`src/rtl/mod_add_select_2x2_pkg.sv`:
```
`default_nettype none
// ============================================================================
// mod_add_select_2x2_pkg : shared mod-arith defaults and FIFO entry layout
// Revision: 1.0
// ============================================================================
package mod_add_select_2x2_pkg;

    localparam int DEFAULT_DATA_WIDTH = 18;
    localparam int DEFAULT_MODULUS    = 177147;
    localparam int ERR_COUNT_WIDTH    = 16;

    typedef struct packed {
        logic [DEFAULT_DATA_WIDTH-1:0] data;
        logic                          err;
    } fifo_entry_t;

endpackage
`default_nettype wire

```
`src/rtl/mod_skid_fifo2.sv`:
```
`default_nettype none
// ============================================================================
// mod_skid_fifo2 : 2-entry FIFO with 1-bit pointers and a 0..2 occupancy count
// Revision: 1.0
// ============================================================================
module mod_skid_fifo2 #(
    parameter int WIDTH = 19
) (
    input  logic             clk,
    input  logic             reset,
    input  logic             i_push,
    input  logic [WIDTH-1:0] i_push_data,
    input  logic             i_pop,
    output logic [WIDTH-1:0] o_head,
    output logic [1:0]       o_count
);

    logic [WIDTH-1:0] r_mem [0:1];
    logic             r_wr_ptr;
    logic             r_rd_ptr;
    logic [1:0]       r_count;
    logic             w_do_push;
    logic             w_do_pop;

    // Gated locally so overflow and underflow cannot happen whatever the caller does.
    assign w_do_push = i_push && (r_count != 2'd2);
    assign w_do_pop  = i_pop  && (r_count != 2'd0);

    assign o_head  = r_mem[r_rd_ptr];
    assign o_count = r_count;

    always_ff @(posedge clk or posedge reset) begin
        if (reset) begin
            r_mem[0] <= '0;
            r_mem[1] <= '0;
            r_wr_ptr <= 1'b0;
            r_rd_ptr <= 1'b0;
            r_count  <= 2'd0;
        end else begin
            if (w_do_push) begin
                r_mem[r_wr_ptr] <= i_push_data;
                r_wr_ptr        <= ~r_wr_ptr;
            end
            if (w_do_pop) begin
                r_rd_ptr <= ~r_rd_ptr;
            end
            case ({w_do_push, w_do_pop})
                2'b10:   r_count <= r_count + 2'd1;
                2'b01:   r_count <= r_count - 2'd1;
                default: r_count <= r_count;
            endcase
        end
    end

endmodule
`default_nettype wire

```
`src/rtl/mod_add_select_2x2.sv`:
```
`default_nettype none
// ============================================================================
// mod_add_select_2x2 : final modular-add stage; selects the reduced candidate,
//                      range-checks it and buffers {data, err} in a 2-deep FIFO
// Revision: 1.0
// ============================================================================
module mod_add_select_2x2
    import mod_add_select_2x2_pkg::*;
#(
    parameter int DATA_WIDTH = DEFAULT_DATA_WIDTH,
    parameter int MODULUS    = DEFAULT_MODULUS
) (
    input  logic                       clk,
    input  logic                       reset,
    input  logic                       in_valid,
    output logic                       in_ready,
    input  logic                       sign_in,
    input  logic [DATA_WIDTH-1:0]      result_A,
    input  logic [DATA_WIDTH-1:0]      result_B,
    output logic                       out_valid,
    input  logic                       out_ready,
    output logic [DATA_WIDTH-1:0]      out_data,
    output logic                       out_err,
    output logic [ERR_COUNT_WIDTH-1:0] err_count
);

    localparam logic [DATA_WIDTH-1:0]      c_MODULUS  = MODULUS[DATA_WIDTH-1:0];
    localparam logic [ERR_COUNT_WIDTH-1:0] c_ERR_MAX  = '1;

    logic [DATA_WIDTH-1:0]      w_sel;
    logic                       w_err;
    logic                       w_push;
    logic                       w_pop;
    logic [1:0]                 w_count;
    logic [DATA_WIDTH:0]        w_head;
    logic [ERR_COUNT_WIDTH-1:0] r_err_count;

    // A negative (A+CONST-MODULUS) means A+CONST is already reduced.
    assign w_sel = sign_in ? result_A : result_B;
    assign w_err = (w_sel >= c_MODULUS);

    // Ready depends only on registered occupancy, never on out_ready.
    assign in_ready  = (w_count != 2'd2);
    assign out_valid = (w_count != 2'd0);
    assign w_push    = in_valid && in_ready;
    assign w_pop     = out_valid && out_ready;

    mod_skid_fifo2 #(
        .WIDTH (DATA_WIDTH + 1)
    ) u_fifo (
        .clk         (clk),
        .reset       (reset),
        .i_push      (w_push),
        .i_push_data ({w_sel, w_err}),
        .i_pop       (w_pop),
        .o_head      (w_head),
        .o_count     (w_count)
    );

    assign out_data  = w_head[DATA_WIDTH:1];
    assign out_err   = w_head[0];
    assign err_count = r_err_count;

    always_ff @(posedge clk or posedge reset) begin
        if (reset) begin
            r_err_count <= '0;
        end else if (w_push && w_err && (r_err_count != c_ERR_MAX)) begin
            r_err_count <= r_err_count + 1'b1;
        end
    end

endmodule
`default_nettype wire

```
`config.mk`:
```
export PLATFORM = sky130hd
export DESIGN_NAME = mod_add_select_2x2
export DESIGN_NICKNAME = d
export VERILOG_FILES = /design/src/rtl/mod_add_select_2x2_pkg.sv /design/src/rtl/mod_skid_fifo2.sv /design/src/rtl/mod_add_select_2x2.sv
export SDC_FILE = /design/constraint.sdc
export NUM_CORES = 1
export LEC_CHECK = 0
export CAP_MARGIN = 15
export CELL_PAD_IN_SITES_DETAIL_PLACEMENT = 1
export CELL_PAD_IN_SITES_GLOBAL_PLACEMENT = 1
export CORE_ASPECT_RATIO = 1.2
export CORE_MARGIN = 1.5
export CORE_UTILIZATION = 25
export DETAILED_ROUTE_END_ITERATION = 7
export HOLD_SLACK_MARGIN = 0.15
export PLACE_DENSITY_LB_ADDON = 0.1
export RECOVER_POWER = 100
export SYNTH_ARGS = -nofsm -noshare
export SYNTH_HDL_FRONTEND = slang
export SYNTH_SLANG_ARGS = --single-unit
```
`constraint.sdc`:
```
create_clock -name clk -period 2.5 [get_ports clk]
set_input_delay 0.375 -clock clk [delete_from_list [all_inputs] [get_ports clk]]
set_output_delay 0.375 -clock clk [all_outputs]
set_load 0.005 [all_outputs]
```
# Word level (Yosys, flattened, before mapping)
# Index checks and enable logic that the tools add are counted.
# op_classes
eq_ne	4
n_lt_le_gt_ge	4
addsub	3
muxes	8
n_bitwise	4
n_reduce_logical	9
# op_table
op	count
19-bit 2-to-1 mux	4
38-bit bitwise mux	1
19-bit demux with 1-bit select	1
18-bit greater-or-equal comparator (second input constant)	1
18-bit 2-to-1 mux	1
16-bit by 1-bit adder with 16-bit output (second input constant)	1
16-bit != test (second input constant)	1
1-bit logical AND	7
2-bit greater-or-equal comparator (second input constant)	2
1-bit NOT with 2-bit output	2
2-bit one-hot mux with 2 select lines	1
2-bit nonzero test	2
2-bit by 1-bit adder with 2-bit output (second input constant)	1
2-bit by 1-bit == test with 1-bit output (second input constant)	1
2-bit == test (second input constant)	1
2-bit by 1-bit less-than comparator with 1-bit output (second input constant)	1
2-bit != test (second input constant)	1
1-bit NOT	2
2-bit by 1-bit subtractor with 2-bit output (second input constant)	1
# totals
word_cells	38
register_bits	58
input_bits	41
output_inout_bits	37

# Depth between registers and ports, before layout
# depth
depth_word	6
depth_mapped	9
ltp_nobuf	7

# Modules after synthesis
# A second synthesis with hierarchy kept.
# hier_totals
hier_cells	242
hier_area_um2	3119.2
# by_module_without_submodules
module	seq_area_each_um2	area_per_inst_um2	cells_per_inst	instances
mod_skid_fifo2	1051.0	1940.6	118	1
mod_add_select_2x2	400.4	1178.6	124	1

# Worst setup path before layout
# OpenSTA, ideal clock, no wires.
# synth_timing
path_kind	input to register
start	input port result_A[4]
end	register r_err_count[1], in the netlist err_count[1]
required_ns	2.375
arrival_time_ns	1.994
n_path_buf	0
setup_ns	0.125
slack_ns	0.381
path_stages	6
cell_sequence	and3_1 > nand3_1 > a2111o_1 > o41ai_4 > nand2_2 > mux2_4
# synth_between
elab_chain_cells	4
# synth_rtl
element	line_no	source
from (decl)	mod_add_select_2x2.sv:18	input logic [DATA_WIDTH-1:0] result_A,
18-bit 2-to-1 mux	mod_add_select_2x2.sv:39	assign w_sel = sign_in ? result_A : result_B;
18-bit greater-or-equal comparator	mod_add_select_2x2.sv:40	assign w_err = (w_sel >= c_MODULUS);
1-bit logical AND (2 in series)	mod_add_select_2x2.sv:67	end else if (w_push && w_err && (r_err_count != c_ERR_MAX)) begin
to (signal assigned)	mod_add_select_2x2.sv:68	r_err_count <= r_err_count + 1'b1;
to (decl)	mod_add_select_2x2.sv:36	logic [ERR_COUNT_WIDTH-1:0] r_err_count;
# No other way between the ends.
# A chain may end at the register's enable or synchronous reset.

# Worst setup path in the final report
# layout_timing
start	register u_fifo.r_rd_ptr
end	output port out_data[15]
# layout_between
elab_chain_cells	4
# layout_rtl
element	line_no	source
from (decl)	mod_skid_fifo2.sv:20	logic r_rd_ptr;
from (signal assigned)	mod_skid_fifo2.sv:45	r_rd_ptr <= ~r_rd_ptr;
1-bit NOT with 2-bit output (not written as such)	mod_skid_fifo2.sv:29	assign o_head = r_mem[r_rd_ptr];
19-bit 2-to-1 mux (not written as such) (3 in series)	mod_skid_fifo2.sv:29	
to (decl)	mod_add_select_2x2.sv:22	output logic [DATA_WIDTH-1:0] out_data,
# No other way between the ends. The select of a mux whose other input is x is not followed.

==> out/metrics.csv <==
metric,value,unit
port_buffers,77,
finalHoldViolCount,0,
finClkSkew,0.00748,ns
maxSlewHeadroom,15.3,%
startpoint_type,register,
worstMarginPinSlew,1.27,ns
met3_wirelength,424,um
cts_made_buffers,9,
vias,2436,
gp_congestion,0.725,
drt-total-wl,8550,um
outcome,completed,
r2r_start,u_fifo.o_count[0]$_DFFE_PP0P_,
synthFlopType,dfrtp_1,
synth_mux_area_share,14.0,%
track_usage,14.5,%
critical-path-top-delay-family,buffers and inverters,
synth_edf_count,0,
grt_pass1_vias,2707,
syn_inst,280,
synth_common_cells,"58 x dfrtp_1, 25 x nor2_1, 22 x nand2_1, 21 x a21oi_1, 21 x mux2_2",
grt_pass1_wl,13500,um
critPathCapture,out_data[15],
syn-num-nets,323,
critPathKind,reg2out,
dr.pass1.iters,4,
dp_hpwl,6050,um
die_h,122,um
grt_setup_unrepaired,no,
min_period_over_period,95.9,%
worst_ir_drop_vdd,363,uV
area_growth,51.3,%
avgSynthCellArea,10.5,um2
min_period,2.40,ns
grt_max_degree,49,
slew_violations,0,
route.met2.wl,3870,um
drt_iter0_markers,48,
synth_top_family_by_area,simple AND/OR/NAND/NOR gates,
cpPeakStageDelay,0.60,ns
async_reset_ff_share,100,%
wl_per_cell,15.6,um
crit_path_end_kind,output port,
crit_slowest_cell,dlygate4sd3_1,
wl_met1,4090,um
synth_fa_ha_area_share,0.851,%
ant_nets,0,
max_freq,0.417,GHz
cts-root-buf,clkbuf_16,
clk_pin_slew_worst_paths,0.05,ns
p_leak,1.95,nW
yosysTopAreaCell,dfrtp_1,
post-place-cells,527,
ys_ff_latch,58,
synth_top_cell_area_share,49.4,%
path_depth,3,
antenna_found_initial,0,
vias_per_cell,4.44,
initial_core_util,25.5,%
drv_cap,0,
rrSetupSlack,0.47,ns
clk_latency,0.33,ns
core_area,0.0115,mm2
startpoint,u_fifo.r_rd_ptr$_DFFE_PP0P_,
cts_hold_buf,0,
dieWidth,102,um
crit_required,2.12,ns
ctsHtreeMaxLevel,3,
drcViolationCount,0,
synth_seq_area_share,49.4,%
ys_types,39,
fin_setup_tns,0,ns
drive_above_1_share,20.2,%
die_area,0.0124,mm2
io-pin-count,78,
synthTopCellsByArea,"dfrtp_1 49%, mux2_2 8.0%, mux2i_1 5.4%, xnor2_1 5.1%, a21oi_1 3.6%",
synth_compound_area_share,11.3,%
fin_util,38.6,%
synth-simple-area-share,16.1,%
topRoutingLayerUsed,met4,
reg2reg_to,u_fifo.r_mem[33]$_DFFE_PP0P_,
nNetsFinal,431,
syn_area,0.00294,mm2
num_antenna_cells,0,
reg2reg_depth,7,
row_count,43,
yosysMostFrequentCell,dfrtp_1,
hold_path.class,reg2reg,
grt_overflow,0,
clock_path_buffers,2,
yosys_warnings,0,
cp.buffers_inverters,2,
instances_no_fill,549,
crit_chain,clkbuf_4 > mux2_2 > dlygate4sd3_1,
worstPathArrival,2.02,ns
setup_violations,0,
placed_area,0.00408,mm2
p_per_area,1020,mW/mm2
path_max_fanout,19,
clkSinkCount,58,
synth-xor-area-share,5.66,%
design_area,0.00445,mm2
cts_tree,built,
through the flow:
| step | hold WS [ns] | total power, mW | setup slack [ns] |
|---|---|---|---|
| 3_3_place_gp | 0.457 | 3.39 | -0.551 |
| 2_1_floorplan | 0.444 | 2.45 | 0.381 |
| 5_1_grt | 0.505 | 4.87 | 0.0206 |
| 6_report | 0.465 | 4.54 | 0.102 |
| 3_5_place_dp | 0.468 | 3.43 | -0.566 |
| 4_1_cts | 0.302 | 4.74 | 0.0319 |
worst min-delay path by stage:
stage	startpoint	depth (start not counted)	endpoint
CTS	reset	2	u_fifo.r_mem[28]$_DFFE_PP0P_
global route	u_fifo.r_rd_ptr$_DFFE_PP0P_	1	u_fifo.r_rd_ptr$_DFFE_PP0P_
finish	u_fifo.r_rd_ptr$_DFFE_PP0P_	1	u_fifo.r_rd_ptr$_DFFE_PP0P_
global placement	u_fifo.r_mem[2]$_DFFE_PP0P_	2	u_fifo.r_mem[2]$_DFFE_PP0P_
detailed placement	u_fifo.r_rd_ptr$_DFFE_PP0P_	1	u_fifo.r_rd_ptr$_DFFE_PP0P_
floorplan	u_fifo.r_mem[10]$_DFFE_PP0P_	2	u_fifo.r_mem[10]$_DFFE_PP0P_
final cells by class:
class / count / area [um2]
Timing Repair Buffer: 111 / 1070
Sequential cell: 58 / 1450
Multi-Input combinational cell: 205 / 1410
Inverter: 3 / 11.3
Tap cell: 157 / 196
Fill cell: 1336 / 7070
Clock buffer: 13 / 270
Clock inverter: 2 / 35.0
state kept, by name, indices dropped and copies added, names as in the netlist:
name and flops:
u_fifo.o_count 2, u_fifo.r_mem 38, u_fifo.r_wr_ptr 1, err_count 16, u_fifo.r_rd_ptr 1
cell families after synthesis:
group,Yosys count
AOI/OAI and AO/OA,53
and+or+nand+nor,93
xor gates and xnor gates,19
muxes,38
adders and majority gates,2
DFF,58
buffers and inverters,17
power breakdown:
part           leakage, nW  internal (mW)  switching [mW]  total (mW)
Sequential           0.711           1.31           0.213        1.52
Clock                0.152          0.845           0.424        1.27
Combinational         1.09          0.992           0.753        1.74
placed cells by master, fill, tap and decap left out, types with 2 or more instances in the layout:
| cell | synthesis | routed |
|---|---|---|
| nand3_1 | 9 | 11 |
| o21ai_0 | 20 | 19 |
| buf_6 | 1 | 2 |
| nand3_2 | 6 | 4 |
| nand2b_1 | 2 | 2 |
| mux2_2 | 21 | 19 |
| mux2_1 | 0 | 2 |
| nand2_1 | 22 | 22 |
| buf_12 | 0 | 2 |
| nand4_1 | 7 | 7 |
| clkbuf_16 | 0 | 10 |
| nor3_1 | 3 | 2 |
| a211oi_1 | 2 | 2 |
| and3_1 | 9 | 9 |
| xnor2_1 | 17 | 17 |
| o211ai_1 | 2 | 2 |
| dlygate4sd3_1 | 0 | 33 |
| xor2_1 | 2 | 2 |
| ha_1 | 2 | 2 |
| mux2i_1 | 16 | 16 |
| and2_1 | 5 | 3 |
| nor2_1 | 25 | 25 |
| clkbuf_2 | 0 | 3 |
| clkbuf_8 | 0 | 3 |
| and2_0 | 0 | 2 |
| clkbuf_1 | 9 | 2 |
| a21oi_1 | 21 | 21 |
| inv_1 | 3 | 3 |
| dfrtp_1 | 58 | 58 |
| clkdlybuf4s50_1 | 0 | 43 |
| buf_4 | 1 | 23 |
repair_timing:
item                                    CTS  global route
endpoints found under the setup margin   18             6
gates resized for setup                   1            10
setup buffers                             1             5
pin swaps                                 1             4
gates cloned                              0             1
per-layer routing:
metal	track usage, %	up-vias
met5	0	-
met4	7.71	0
met3	3.10	9
met2	22.8	57
met1	18.4	1171
li1	-	1199
worst register-to-register path: stages (launching register included):
cell	delay, ns
dfrtp_1	0.40
nand2b_1	0.14
and2_0	0.26
inv_1	0.16
nor2_1	0.16
clkbuf_2	0.60
nor2_1	0.09
a21oi_1	0.15
(Power assumes the default switching activity.)
